<file path="src/rtl/reloj_pkg.sv">
// Shared types and constants for the mm:ss clock: FSM states, set-field codes,
// BCD digit limits and a BCD mod-60 increment helper.
package reloj_pkg;

   typedef enum logic [1:0] {
      ST_STOP    = 2'd0,
      ST_RUN     = 2'd1,
      ST_SET_MIN = 2'd2,
      ST_SET_SEC = 2'd3
   } state_t;

   localparam logic [1:0] FIELD_NONE = 2'b00;
   localparam logic [1:0] FIELD_MIN  = 2'b01;
   localparam logic [1:0] FIELD_SEC  = 2'b10;

   localparam logic [3:0] BCD_ONES_MAX = 4'd9;
   localparam logic [3:0] BCD_TENS_MAX = 4'd5;
   localparam logic [7:0] BCD_ZERO     = 8'h00;

   function automatic logic bcd_is_59(input logic [7:0] v);
      return (v[7:4] >= BCD_TENS_MAX) && (v[3:0] >= BCD_ONES_MAX);
   endfunction

   // Out-of-range digits are folded back to zero so the count can never
   // leave the legal BCD range.
   function automatic logic [7:0] bcd_inc60(input logic [7:0] v);
      logic [3:0] ones;
      logic [3:0] tens;
      ones = v[3:0];
      tens = v[7:4];
      if (ones >= BCD_ONES_MAX) begin
         ones = 4'd0;
         if (tens >= BCD_TENS_MAX) tens = 4'd0;
         else                      tens = tens + 4'd1;
      end else begin
         ones = ones + 4'd1;
      end
      return {tens, ones};
   endfunction

endpackage

</file>
<file path="src/rtl/reloj_mmss_if.sv">
// Bus bundle between the mm:ss clock and its environment. The alarm signals
// exist only when RELOJ_MMSS_ALARM_EN is defined.
interface reloj_mmss_if;

   logic       segundo;
   logic       btn_start_stop;
   logic       btn_mode;
   logic       btn_inc;
   logic [7:0] min_bcd;
   logic [7:0] sec_bcd;
   logic       running;
   logic [1:0] set_field;
   logic       hour_pulse;
`ifdef RELOJ_MMSS_ALARM_EN
   logic [7:0] alarm_min;
   logic       alarm;

   modport master (
      output segundo, btn_start_stop, btn_mode, btn_inc, alarm_min,
      input  min_bcd, sec_bcd, running, set_field, hour_pulse, alarm
   );

   modport slave (
      input  segundo, btn_start_stop, btn_mode, btn_inc, alarm_min,
      output min_bcd, sec_bcd, running, set_field, hour_pulse, alarm
   );
`else
   modport master (
      output segundo, btn_start_stop, btn_mode, btn_inc,
      input  min_bcd, sec_bcd, running, set_field, hour_pulse
   );

   modport slave (
      input  segundo, btn_start_stop, btn_mode, btn_inc,
      output min_bcd, sec_bcd, running, set_field, hour_pulse
   );
`endif

endinterface

</file>
<file path="src/rtl/bcd_mod60.sv">
// Two-digit BCD modulo-60 counter; carry_out flags the 59 -> 00 wrap in the
// same cycle the increment is applied.
module bcd_mod60
   import reloj_pkg::*;
(
   input  logic       mclk,
   input  logic       reset,
   input  logic       inc,
   output logic [7:0] value,
   output logic       carry_out
);

   // NOTE: sequential state is written with non-blocking assignments so every
   // register samples pre-edge values, independent of process ordering.
   always_ff @(posedge mclk) begin
      if (reset)    value <= BCD_ZERO;
      else if (inc) value <= bcd_inc60(value);
   end

   assign carry_out = inc && bcd_is_59(value);

endmodule

</file>
<file path="src/rtl/reloj_mmss.sv">
// Minutes:seconds clock with run/stop and manual set modes driven by a 1 s
// strobe. Optional alarm output enabled by RELOJ_MMSS_ALARM_EN.
module reloj_mmss
   import reloj_pkg::*;
(
   input logic         mclk,
   input logic         reset,
   reloj_mmss_if.slave bus
);

   state_t     state;
   state_t     state_nxt;
   logic       seg_q;
   logic       tick;
   logic       advance;
   logic       min_set_inc;
   logic       sec_set_inc;
   logic       sec_inc;
   logic       min_inc;
   logic       sec_carry;
   logic       min_carry;
   logic [7:0] sec_value;
   logic [7:0] min_value;
   logic       hour_q;
   logic       ss_p;
   logic       mode_p;
   logic       inc_p;

   // seg_q follows segundo even in reset, so a level already high at release
   // is not mistaken for a fresh edge.
   always_ff @(posedge mclk) begin
      seg_q <= bus.segundo;
      if (reset) tick <= 1'b0;
      else       tick <= bus.segundo & ~seg_q;
   end

   always_ff @(posedge mclk) begin
      if (reset) state <= ST_STOP;
      else       state <= state_nxt;
   end

   // Button priority: start_stop masks mode, mode masks inc.
   assign ss_p   = bus.btn_start_stop;
   assign mode_p = bus.btn_mode & ~bus.btn_start_stop;
   assign inc_p  = bus.btn_inc & ~bus.btn_mode & ~bus.btn_start_stop;

   // NOTE: every output of this block gets a default first, so no path
   // leaves a signal unassigned and no latch is inferred.
   always_comb begin
      state_nxt   = state;
      min_set_inc = 1'b0;
      sec_set_inc = 1'b0;
      case (state)
         ST_STOP: begin
            if (ss_p)        state_nxt = ST_RUN;
            else if (mode_p) state_nxt = ST_SET_MIN;
         end
         ST_RUN: begin
            if (ss_p) state_nxt = ST_STOP;
         end
         ST_SET_MIN: begin
            if (mode_p)      state_nxt   = ST_SET_SEC;
            else if (inc_p)  min_set_inc = 1'b1;
         end
         ST_SET_SEC: begin
            if (mode_p)      state_nxt   = ST_STOP;
            else if (inc_p)  sec_set_inc = 1'b1;
         end
         default: state_nxt = ST_STOP;
      endcase
   end

   // Manual minute increments never carry; only running seconds roll over.
   assign advance = (state == ST_RUN) && tick;
   assign sec_inc = advance | sec_set_inc;
   assign min_inc = (advance & sec_carry) | min_set_inc;

   bcd_mod60 u_sec (
      .mclk      (mclk),
      .reset     (reset),
      .inc       (sec_inc),
      .value     (sec_value),
      .carry_out (sec_carry)
   );

   bcd_mod60 u_min (
      .mclk      (mclk),
      .reset     (reset),
      .inc       (min_inc),
      .value     (min_value),
      .carry_out (min_carry)
   );

   always_ff @(posedge mclk) begin
      if (reset) hour_q <= 1'b0;
      else       hour_q <= advance & sec_carry & min_carry;
   end

   always_comb begin
      bus.set_field = FIELD_NONE;
      case (state)
         ST_SET_MIN: bus.set_field = FIELD_MIN;
         ST_SET_SEC: bus.set_field = FIELD_SEC;
         default:    bus.set_field = FIELD_NONE;
      endcase
   end

   assign bus.min_bcd    = min_value;
   assign bus.sec_bcd    = sec_value;
   assign bus.running    = (state == ST_RUN);
   assign bus.hour_pulse = hour_q;

`ifdef RELOJ_MMSS_ALARM_EN
   logic alarm_q;

   // Fires on the edge where the running count lands on alarm_min:00.
   always_ff @(posedge mclk) begin
      if (reset) alarm_q <= 1'b0;
      else       alarm_q <= advance & sec_carry & (bcd_inc60(min_value) == bus.alarm_min);
   end

   assign bus.alarm = alarm_q;
`endif

endmodule

</file>
<file path="src/flat_wrapper.sv">
// flat-port wrapper written by rule: the top's interface ports become plain ports
module reloj_mmss_flat import reloj_pkg::*;
  (mclk, reset, bus_segundo, bus_btn_start_stop, bus_btn_mode, bus_btn_inc, bus_min_bcd, bus_sec_bcd, bus_running, bus_set_field, bus_hour_pulse);
  reloj_mmss_if bus_i ();
  input logic mclk;
  input logic reset;
  input wire logic [$bits(bus_i.segundo)-1:0] bus_segundo;
  input wire logic [$bits(bus_i.btn_start_stop)-1:0] bus_btn_start_stop;
  input wire logic [$bits(bus_i.btn_mode)-1:0] bus_btn_mode;
  input wire logic [$bits(bus_i.btn_inc)-1:0] bus_btn_inc;
  output wire logic [$bits(bus_i.min_bcd)-1:0] bus_min_bcd;
  output wire logic [$bits(bus_i.sec_bcd)-1:0] bus_sec_bcd;
  output wire logic [$bits(bus_i.running)-1:0] bus_running;
  output wire logic [$bits(bus_i.set_field)-1:0] bus_set_field;
  output wire logic [$bits(bus_i.hour_pulse)-1:0] bus_hour_pulse;
  assign bus_i.segundo = bus_segundo;
  assign bus_i.btn_start_stop = bus_btn_start_stop;
  assign bus_i.btn_mode = bus_btn_mode;
  assign bus_i.btn_inc = bus_btn_inc;
  assign bus_min_bcd = bus_i.min_bcd;
  assign bus_sec_bcd = bus_i.sec_bcd;
  assign bus_running = bus_i.running;
  assign bus_set_field = bus_i.set_field;
  assign bus_hour_pulse = bus_i.hour_pulse;
  reloj_mmss u_core (.mclk(mclk), .reset(reset), .bus(bus_i));
endmodule
</file>
<file path="config.mk">
export PLATFORM = sky130hd
export DESIGN_NAME = reloj_mmss_flat
export DESIGN_NICKNAME = d
export VERILOG_FILES = /design/src/rtl/reloj_pkg.sv /design/src/rtl/reloj_mmss_if.sv /design/src/rtl/bcd_mod60.sv /design/src/rtl/reloj_mmss.sv /design/src/flat_wrapper.sv
export SDC_FILE = /design/constraint.sdc
export NUM_CORES = 1
export LEC_CHECK = 0
export BUFFER_PORTS_ARGS = -buffer_cell sky130_fd_sc_hd__buf_2
export CAP_MARGIN = 20
export CORE_MARGIN = 2
export CORE_UTILIZATION = 37
export CTS_CLUSTER_DIAMETER = 50
export DETAILED_ROUTE_END_ITERATION = 7
export GPL_TIMING_DRIVEN = 0
export SLEW_MARGIN = 5
export SYNTH_ARGS = -nofsm -noshare
export SYNTH_HDL_FRONTEND = slang
export SYNTH_HIERARCHICAL = 1
export SYNTH_SLANG_ARGS = --single-unit
export TNS_END_PERCENT = 10
</file>
<file path="constraint.sdc">
create_clock -name mclk -period 3.6 [get_ports mclk]
set_clock_uncertainty 0.05 [all_clocks]
set_input_delay 0.18 -clock mclk [delete_from_list [all_inputs] [get_ports mclk]]
set_output_delay 0.18 -clock mclk [all_outputs]
set_load 0.1 [all_outputs]
</file>
==> After elaboration in Yosys (flattened, before gate mapping) <==
Cells that the tools add are included.
{ "word_totals": {"rom_bits": 0, "mem_count": 0, "ramBits": 0, "register_bits": 21, "input_bits": 6, "output_inout_bits": 20, "latchBits": 0} }
{ "op_classes": {"order_cmp": 4, "eq_ne": 7, "shift": 0, "add_sub_neg": 4, "n_mux": 15, "mul": 0, "reduce_logical": 9, "div": 0, "n_bitwise": 11} }
{ "ops": {"columns": ["operator", "count"], "rows": [
  ["4-bit by 1-bit adder with 4-bit output (second input constant)", 4],
  ["4-bit two-way mux", 4],
  ["2-bit two-way mux", 5],
  ["4-bit by 3-bit greater-or-equal comparator with 1-bit output (second input constant)", 2],
  ["4-bit greater-or-equal comparator (second input constant)", 2],
  ["2-bit one-hot mux with 4 select lines", 1],
  ["1-bit AND", 6],
  ["1-bit logical AND", 5],
  ["2-bit equality test (second input constant)", 2],
  ["1-bit two-way mux", 4],
  ["2-bit by 1-bit != test with 1-bit output (second input constant)", 2],
  ["2-bit one-hot mux with 2 select lines", 1],
  ["2-bit AND reduction", 2],
  ["4-bit AND reduction", 1],
  ["3-bit by 2-bit != test with 1-bit output (second input constant)", 1],
  ["1-bit inverter", 3],
  ["2-bit by 1-bit equality test with 1-bit output (second input constant)", 1],
  ["2-bit logical NOT", 1],
  ["2-bit != test (second input constant)", 1],
  ["1-bit OR", 2]
]} }

==> Longest topological paths before layout <==
Gate-level depths: netlist of the first run.
{ "logic_depth": {"ltp_word": 12, "mapped_depth": 12, "depth_no_buf": 10} }

==> Hierarchy <==
The synthesis of the first run kept the hierarchy.
{ "modules_own_cells": {"columns": ["mod", "area_each_um2", "cells_each", "n_inst"], "rows": [
  ["bcd_mod60", 454.2, 50, 2],
  ["reloj_mmss", 222.7, 24, 1]
]} }

==> Worst setup path before layout of the first run <==
OpenSTA, ideal clock, no wires.
{ "synth_path": {"path_kind": "register to register", "start": "register u_core.state[1]", "end": "register u_core.u_min.value[6]", "arrival_ns": 3.038, "setup_time_ns": 0.070, "path_slack_ns": 0.442, "path_stages_with_launch": 8, "n_path_buf": 1, "required_ns": 3.480, "synth_period_minus_slack_ns": 3.158, "path_cell_list": "dfxtp_1 nor2b_1 nand3_1 nand2_1 buf_2 o311ai_4 or4b_1 a21oi_1"} }
{ "synth_via": {"elab_chain_len": 7, "word_cells_on_any_way": 11, "classes_between": "eq/ne (3); mux (2); bitwise (3); reduce/logical (3)"} }
{ "synth_lines": {"columns": ["item", "line", "source"], "rows": [
  ["start: declaration", "reloj_mmss.sv:11", "state_t state;"],
  ["start signal: assignment", "reloj_mmss.sv:39", "else state <= state_nxt;"],
  ["2-bit equality test / 2-bit by 1-bit equality test with 1-bit output (equally long branches)", "reloj_mmss.sv:53, reloj_mmss.sv:74", null],
  ["1-bit two-way mux / 1-bit logical AND (equally long branches)", "reloj_mmss.sv:53, reloj_mmss.sv:74", null],
  ["1-bit OR", "reloj_mmss.sv:75", "assign sec_inc = advance | sec_set_inc;"],
  ["1-bit logical AND", "bcd_mod60.sv:20", "assign carry_out = inc && bcd_is_59(value);"],
  ["1-bit AND", "reloj_mmss.sv:76", "assign min_inc = (advance & sec_carry) | min_set_inc;"],
  ["1-bit OR (*)", "reloj_mmss.sv:76", null],
  ["via u_core.min_inc", "reloj_mmss.sv:19", "logic min_inc;"],
  ["2-bit AND reduction (no source line) (*)", null, null],
  ["end signal: assignment", "bcd_mod60.sv:17", "else if (inc) value <= bcd_inc60(value);"],
  ["end: declaration", "bcd_mod60.sv:9", "output logic [7:0] value,"]
]} }
The timed path passes the listed nets; every way through them passes the cells marked *.
A chain may end at the register's enable or synchronous reset.

==> Final worst setup path of the first run <==
{ "layout_path": {"start": "register u_core.state[1]", "end": "register u_core.u_min.value[6]"} }
{ "layout_via": {"elab_chain_len": 7, "word_cells_on_any_way": 11, "classes_between": "eq/ne (3); mux (2); bitwise (3); reduce/logical (3)"} }
{ "layout_lines": {"columns": ["item", "line", "source"], "rows": [
  ["2-bit equality test / 2-bit by 1-bit equality test with 1-bit output (equally long branches)", "reloj_mmss.sv:53, reloj_mmss.sv:74", null],
  ["1-bit two-way mux / 1-bit logical AND (equally long branches)", "reloj_mmss.sv:53, reloj_mmss.sv:74", null],
  ["1-bit OR (*)", "reloj_mmss.sv:75", null],
  ["via u_core.sec_inc", "reloj_mmss.sv:18", "logic sec_inc;"],
  ["1-bit logical AND (*)", "bcd_mod60.sv:20", null],
  ["via u_core.sec_carry", "reloj_mmss.sv:20", "logic sec_carry;"],
  ["1-bit AND (*)", "reloj_mmss.sv:76", null],
  ["1-bit OR (*)", "reloj_mmss.sv:76", null],
  ["via u_core.min_inc", "reloj_mmss.sv:19", null],
  ["2-bit AND reduction (no source line) (*)", null, null]
]} }
Marked as above.

==> results of run 1 <==
-- per-layer routing --
layer	track usage	vias to the layer above
met3	0.0262	2
met1	0.168	453
met5	0	-
met2	0.237	20
met4	0.0487	0
li1	-	493
-- kinds of logic after synthesis --
logic type                 share of synthesized area
and+or+nand+nor                                0.235
DFF                                            0.372
AOI/OAI and AO/OA                              0.129
buffers and inverters                         0.0487
adders and majority gates                      0.133
xor gates and xnor gates                      0.0465
muxes                                         0.0365
-- layout make-up --
type                            count  area [µm²]  share of cell area
Clock buffer                        3        22.5              0.0169
Clock inverter                      1        5.00             0.00375
Sequential cell                    21         420               0.315
Multi-Input combinational cell     89         656               0.491
Buffer                              4        17.5              0.0131
Inverter                           10        37.5              0.0281
Timing Repair Buffer               26         135               0.101
Tap cell                           33        41.3              0.0309
-- flip-flops by register name, indices dropped and copies added, names as in the netlist --
signal                 cells
u_core/bus.hour_pulse      1
u_core/seg_q               1
u_core/u_min/value         8
u_core/state               2
u_core/u_sec/value         8
u_core/tick                1
-- power groups by stage --
stage | clock network [mW] | registers [mW] | logic, mW
5_1_grt | 0.136 | 0.242 | 0.0529
2_1_floorplan | 0 | 0.249 | 0.0353
6_report | 0.117 | 0.241 | 0.0503
3_3_place_gp | 0 | 0.246 | 0.0486
4_1_cts | 0.124 | 0.241 | 0.0506
3_5_place_dp | 0 | 0.246 | 0.0496
-- critical path: cells and delay by family, from the launching register on --
kind | cells | cell delay (ns)
AO/OA/AOI/OAI | 4 | 0.57
buffers and inverters | 2 | 0.39
flip-flops | 1 | 0.46
AND/OR/NAND/NOR | 5 | 0.96
-- through the flow --
stage	cells	cell area (µm²)
detailed placement	182	1300
global placement	182	1300
global route	187	1340
finish	187	1340
floorplan	124	1130
CTS	187	1340
-- worst paths after layout --
path | endpoint | startpoint | cells after the start
setup / recovery | u_core/u_min/value[6]$_SDFFE_PP0P_ | u_core/state[1]$_SDFFE_PP0P_ | 11
hold / removal | u_core/tick$_SDFF_PP0_ | reset | 2
setup reg to reg | u_core/u_min/value[6]$_SDFFE_PP0P_ | u_core/state[1]$_SDFFE_PP0P_ | 11
hold reg to reg | u_core/tick$_SDFF_PP0_ | u_core/seg_q$_DFF_P_ | 1
-- cells in the final DEF, fill, tap and decap left out, types with 2 or more instances in the layout --
cell type	count
mux2i_1	3
nor3b_1	2
or4_1	2
buf_1	2
dfxtp_1	21
nor2b_1	4
nand4_1	2
nor2_1	5
xor2_1	4
buf_2	27
or4b_1	2
clkbuf_4	3
nor3_1	10
xnor2_1	2
nand3_1	8
nand2b_1	2
o311ai_4	2
a21oi_1	10
inv_1	10
ha_1	12
o21ai_0	2
nand2_1	9
o311a_1	2
-- repair_timing --
action                                 4_1_cts  5_1_grt
resized for setup                            0        0
endpoints found under the hold margin        1        0
hold buffers                                 1        0
==> impl_metrics.tcl, run 1 <==
set metrics [dict create \
    outcome "completed" \
    cts_tree "done" \
    root_buffer "clkbuf_4" \
    hold_viol 0 \
    clkPwrFrac 0.287 \
    rsz0062_at_grt "false" \
    tns_ns 0 \
    layout-drive-gt1-share 0.221 \
    whs_ns 0.0762 \
    viasPerCell 5.18 \
    setup_slack_ns 1.12 \
    tightest_slew_ns 0.486 \
    slew_headroom 0.678 \
    cp-end-kind "flip-flop" \
    synthTopCellsByCount "dfxtp_1, ha_1, a21oi_1, inv_1, nor3_1" \
    setup.worst_path.class "flip-flop to flip-flop" \
    ys_seq_area_frac 0.372 \
    htreeDepth 1 \
    die_w_um 59.3 \
    gp_congestion 0.701 \
    drtIter0Drc 29 \
    grt_max_degree 13 \
    numCtsBuffers 3 \
    synth_top_cells_by_area "dfxtp_1, ha_1, o311ai_4" \
    synthArstFlopShare 0 \
    ys.flop_type "dfxtp_1" \
    dieArea_um2 3520 \
    critPathLaunchType "flip-flop" \
    dpl_worst_slack_ns 1.11 \
    synth_most_common_cell "dfxtp_1" \
    syn_nets 142 \
    grt_pass1_wl_um 3700 \
    clkTransAtPathRegs_ns 0.13 \
    routed.top_layer "met4" \
    fin_util 0.448 \
    syn_to_final_growth_pct 18.0 \
    cts_sinks 21 \
    power_switching_uw 118 \
    wl_met1_um 1020 \
    worstPathRequired_ns 3.80 \
    final_nets 173 \
    crit_fanout 7 \
    start_util 0.380 \
    ys_types 28 \
    num_rows 20 \
    power_leakage_nw 0.589 \
    wl_met3_um 79 \
    syn_avg_cell_area_um2 9.12 \
    ant_nets 0 \
    via_count 968 \
    cts_buffer_depth 2 \
    ios 26 \
    netlist_instances 124 \
    post-route-drc-count 0 \
    hpwl_um 1650 \
    nFillCells 292 \
    drt-total-wl_um 2150 \
    io_buffer_count 25 \
    grt_antenna_before_repair 0 \
    ys_warn_count 6 \
    combPwrFrac 0.123 \
    min_path_type "input port to flip-flop" \
    fmax_ghz 0.402 \
    synth_edf_count 0 \
    powerDensity_nw_per_um2 306 \
    max_stage_delay_ns 0.52 \
    fin_crit_ns 2.48 \
    setup_viol 0 \
    crit_chain "a31oi_1 -> nor2b_1 -> buf_2 -> o311ai_4 -> nor2_1 -> nand3_1 -> nand2_1 -> buf_2 -> o311ai_4 -> or4b_1 -> a21oi_1" \
    netSwitchingFraction 0.288 \
    power.internal_uw 291 \
    r2r_slack_ns 1.12 \
    power_uw 409 \
    grt_usage 0.137 \
    firstDrtPassIters 4 \
    antennaDiodeCount 0 \
    clk_latency_ns 0.30 \
    postCtsSetupRepairBufs 0 \
    maxSlewViolCount 0 \
    grt_overflow 0 \
    yosys.area.top_type "dfxtp_1" \
    slowest_stage "or4b_1" \
    synth.top_cell.area_share 0.372 \
    routedWlPerCell_um 11.5 \
    maxCapViolCount 0 \
    grt_pass1_vias 895 \
    core_area_um2 2980 \
    pwr-share-seq 0.590 \
    arrival_ns 2.68 \
    synth_seq_cells 21 \
    period_share 0.690 \
    wl_met2_um 1040 \
    ir_worst_vdd_mv 0.139 \
    syn_area_um2 1130 \
    fp.dieH_um 59.3 \
]
No activity file was read; power rests on OpenSTA's default activity.
==> run 2: changes to the inputs <==
--- a/config.mk
+++ b/config.mk
@@ -5,6 +5,7 @@
 export SDC_FILE = /design/constraint.sdc
 export NUM_CORES = 1
 export LEC_CHECK = 0
+export ABC_AREA = 1
 export BUFFER_PORTS_ARGS = -buffer_cell sky130_fd_sc_hd__buf_2
 export CAP_MARGIN = 20
 export CORE_MARGIN = 2
==> constraint.sdc (replaced) <==
create_clock -name mclk -period 2.5 [get_ports mclk]
set_clock_uncertainty 0.05 [all_clocks]
set_input_delay 0.125 -clock mclk [delete_from_list [all_inputs] [get_ports mclk]]
set_output_delay 0.125 -clock mclk [all_outputs]
set_load 0.1 [all_outputs]
==> run 2 against run 1 <==
- utilization increased by 2.8 points
- via count increased by 12%
- combinational power up 42%
- sequential share of layout area shrank 2.7 points
- synthesized cell count increased by 44%
- final cell count rose by 36%
- area after synthesis grew 9.1%
- global-route usage is 0.36 points lower
- fmax increased by 12%
- setup slack worse by 0.83 ns
- sequential power increased by 43%
- die area is 8.5% higher
- critical path type unchanged
- largest cell class unchanged
- largest power group unchanged
- highest routed layer unchanged
==> impl_metrics.tcl, run 2 <==
set metrics [dict create \
    outcome "completed" \
    grt_use_met3 0.0248 \
    setup_viol 0 \
    fin_crit_ns 2.21 \
    crit_fanout 6 \
    grt_usage 0.133 \
    whs_endpoint "u_core/state[1]$_SDFFE_PP0P_" \
    hold_viol 0 \
    ys_types 19 \
    hold_depth 3 \
    grt_overflow 0 \
    syn_to_final_growth_pct 19.8 \
    top_regs "u_core/u_min/value x8, u_core/u_sec/value x8, u_core/state x2" \
    syn_nets 197 \
    dieArea_um2 3810 \
    multiInputGateArea_um2 679 \
    dpl_worst_slack_ns -0.0383 \
    firstDrtPassIters 4 \
    postCtsSetupRepairBufs 0 \
    ir_worst_vdd_mv 0.184 \
    synthAdderAreaFrac 0.122 \
    num_rows 20 \
    syn_avg_cell_area_um2 6.89 \
    final_nets 229 \
    fp.dieH_um 61.7 \
    fin_util 0.476 \
    layout-drive-gt1-share 0.252 \
    synth_edf_count 0 \
    period_share 0.885 \
    worstPathRequired_ns 2.70 \
    rr_worst_depth 14 \
    synth-xor-area-share 0.0142 \
    place_area_um2 1430 \
    use_met2 0.212 \
    netlist_instances 179 \
    io_buffer_count 25 \
    synth_top_family_by_area "simple AND/OR/NAND/NOR gates" \
    cts_tree "done" \
    grt_pass1_vias 911 \
    tns_ns 0 \
    tightest_slew_ns 0.488 \
    root_buffer "clkbuf_4" \
    post-route-drc-count 0 \
    r2r_end "u_core/bus.hour_pulse$_SDFF_PP0_" \
    rsz0062_at_grt "false" \
    via_count 1083 \
    final_cell_area_um2 1480 \
    nFillCells 350 \
    setup.worst_path.class "flip-flop to flip-flop" \
    synthTopCellsByCount "nand2_1, inv_1, nor2_1, dfxtp_1, nand3_1" \
    maxCapViolCount 0 \
    htreeDepth 1 \
    min_from "bus_btn_mode" \
    antennaDiodeCount 0 \
    cts_sinks 21 \
    clkTransAtPathRegs_ns 0.12 \
    power_leakage_nw 0.877 \
    core_area_um2 3100 \
    slew_headroom 0.677 \
    synth_simple_gate_area_frac 0.352 \
    ys_seq_area_frac 0.341 \
    top_usage_layer "met2" \
    synth-compound-area-share 0.0365 \
    yosys.area.top_type "dfxtp_1" \
    clk_latency_ns 0.30 \
    hpwl_um 1780 \
    fmax_ghz 0.452 \
    drtIter0Drc 48 \
    synthMuxAreaShare 0.0162 \
    ys_warn_count 6 \
    setup_slack_ns 0.288 \
    synth_top_cells_by_area "dfxtp_1, nand2_1, ha_1" \
    numCtsBuffers 3 \
    critPathLaunchType "flip-flop" \
    cts_buffer_depth 2 \
    r2r_slack_ns 0.29 \
    min_path_type "input port to flip-flop" \
    start_util 0.398 \
    grt_pass1_wl_um 3800 \
    synth.top_cell.area_share 0.341 \
    die_w_um 61.7 \
    final_cell_mix "nand2_1, inv_1, buf_2" \
    synthArstFlopShare 0 \
    syn_area_um2 1230 \
    viasPerCell 4.26 \
    ios 26 \
    use_met1 0.179 \
    cp-end-kind "flip-flop" \
    ys.flop_type "dfxtp_1" \
    synth_most_common_cell "nand2_1" \
    maxSlewViolCount 0 \
    regArea_um2 425 \
    gp_congestion 0.785 \
    synth_seq_cells 21 \
    grt_max_degree 12 \
    arrival_ns 2.41 \
    rr_startpoint "u_core/state[1]$_SDFFE_PP0P_" \
    drt-total-wl_um 2270 \
    powerDensity_nw_per_um2 392 \
    routedWlPerCell_um 8.95 \
    final_common_cell "nand2_1" \
    grt_antenna_before_repair 0 \
    whs_ns 0.0597 \
    ant_nets 0 \
]
## run 2: cell count changes after synthesis, sizes merged, moves of 3 or more
cell	before	now
buf	4	0
nand3	8	15
nand2	9	53
a21oi	10	4
nor2b	5	0
nor3	10	2
o21ai	2	5
inv	10	35
nor2	5	26
## run 2: what timing repair did
action | 4_1_cts | 5_1_grt
hold endpoints to repair | 3 | 0
pin swaps | 0 | 0
resized for setup | 1 | 1
hold buffers | 2 | 0
setup endpoints to repair | 7 | 2
## run 2: metrics by stage
step	power, mW	cells
after floorplan	0.406	179
after detailed placement	0.421	248
final	0.579	254
after global placement	0.421	248
after global routing	0.603	254
after CTS	0.590	254
## run 2: report_power, final
| group | total [mW] | switching (mW) | internal, mW |
|---|---|---|---|
| sequential | 0.345 | 0.00510 | 0.340 |
| clock | 0.163 | 0.101 | 0.0621 |
| combinational | 0.0714 | 0.0539 | 0.0175 |
## run 2: cell families after synthesis
| family | count (synthesis) |
|---|---|
| compound gates | 9 |
| xor+xnor | 2 |
| fa+ha+maj | 12 |
| buf+inv | 37 |
| flops | 21 |
| mux | 2 |
| simple gates | 96 |
## run 2: worst max-delay path, stage by stage, from the launching register on
cell      delay [ns]
dfxtp_1         0.50
nand2_1         0.14
o21ai_2         0.30
nand2_2         0.08
clkinv_2        0.07
nand2_4         0.08
a21oi_1         0.13
nand3_1         0.13
o21ai_2         0.16
nand2_2         0.08
clkinv_2        0.08
nand2_4         0.08
a21oi_1         0.12
nand2_1         0.06
nor2_1          0.09
## run 2: layout make-up
class                           count  area share
Multi-Input combinational cell    121       0.460
Sequential cell                    21       0.288
Inverter                           37      0.0991
Timing Repair Buffer               27      0.0982
Tap cell                           44      0.0373
Clock buffer                        4      0.0178
## run 2: worst max path at each step
stage,startpoint,end,cells after the start
4_1_cts,u_core/state[1]$_SDFFE_PP0P_,u_core/bus.hour_pulse$_SDFF_PP0_,14
2_1_floorplan,u_core/state[0]$_SDFFE_PP0P_,u_core/bus.hour_pulse$_SDFF_PP0_,16
3_5_place_dp,u_core/state[1]$_SDFFE_PP0P_,u_core/bus.hour_pulse$_SDFF_PP0_,14
5_1_grt,u_core/state[1]$_SDFFE_PP0P_,u_core/bus.hour_pulse$_SDFF_PP0_,14
3_3_place_gp,u_core/state[1]$_SDFFE_PP0P_,u_core/bus.hour_pulse$_SDFF_PP0_,14
6_report,u_core/state[1]$_SDFFE_PP0P_,u_core/bus.hour_pulse$_SDFF_PP0_,14
## run 2: layer usage
metal  vias to the layer above  routed length, µm
met5                         -                  0
li1                        600                  -
met4                         0                 19
met3                         2                 93
met1                       460               1160
met2                        21               1000
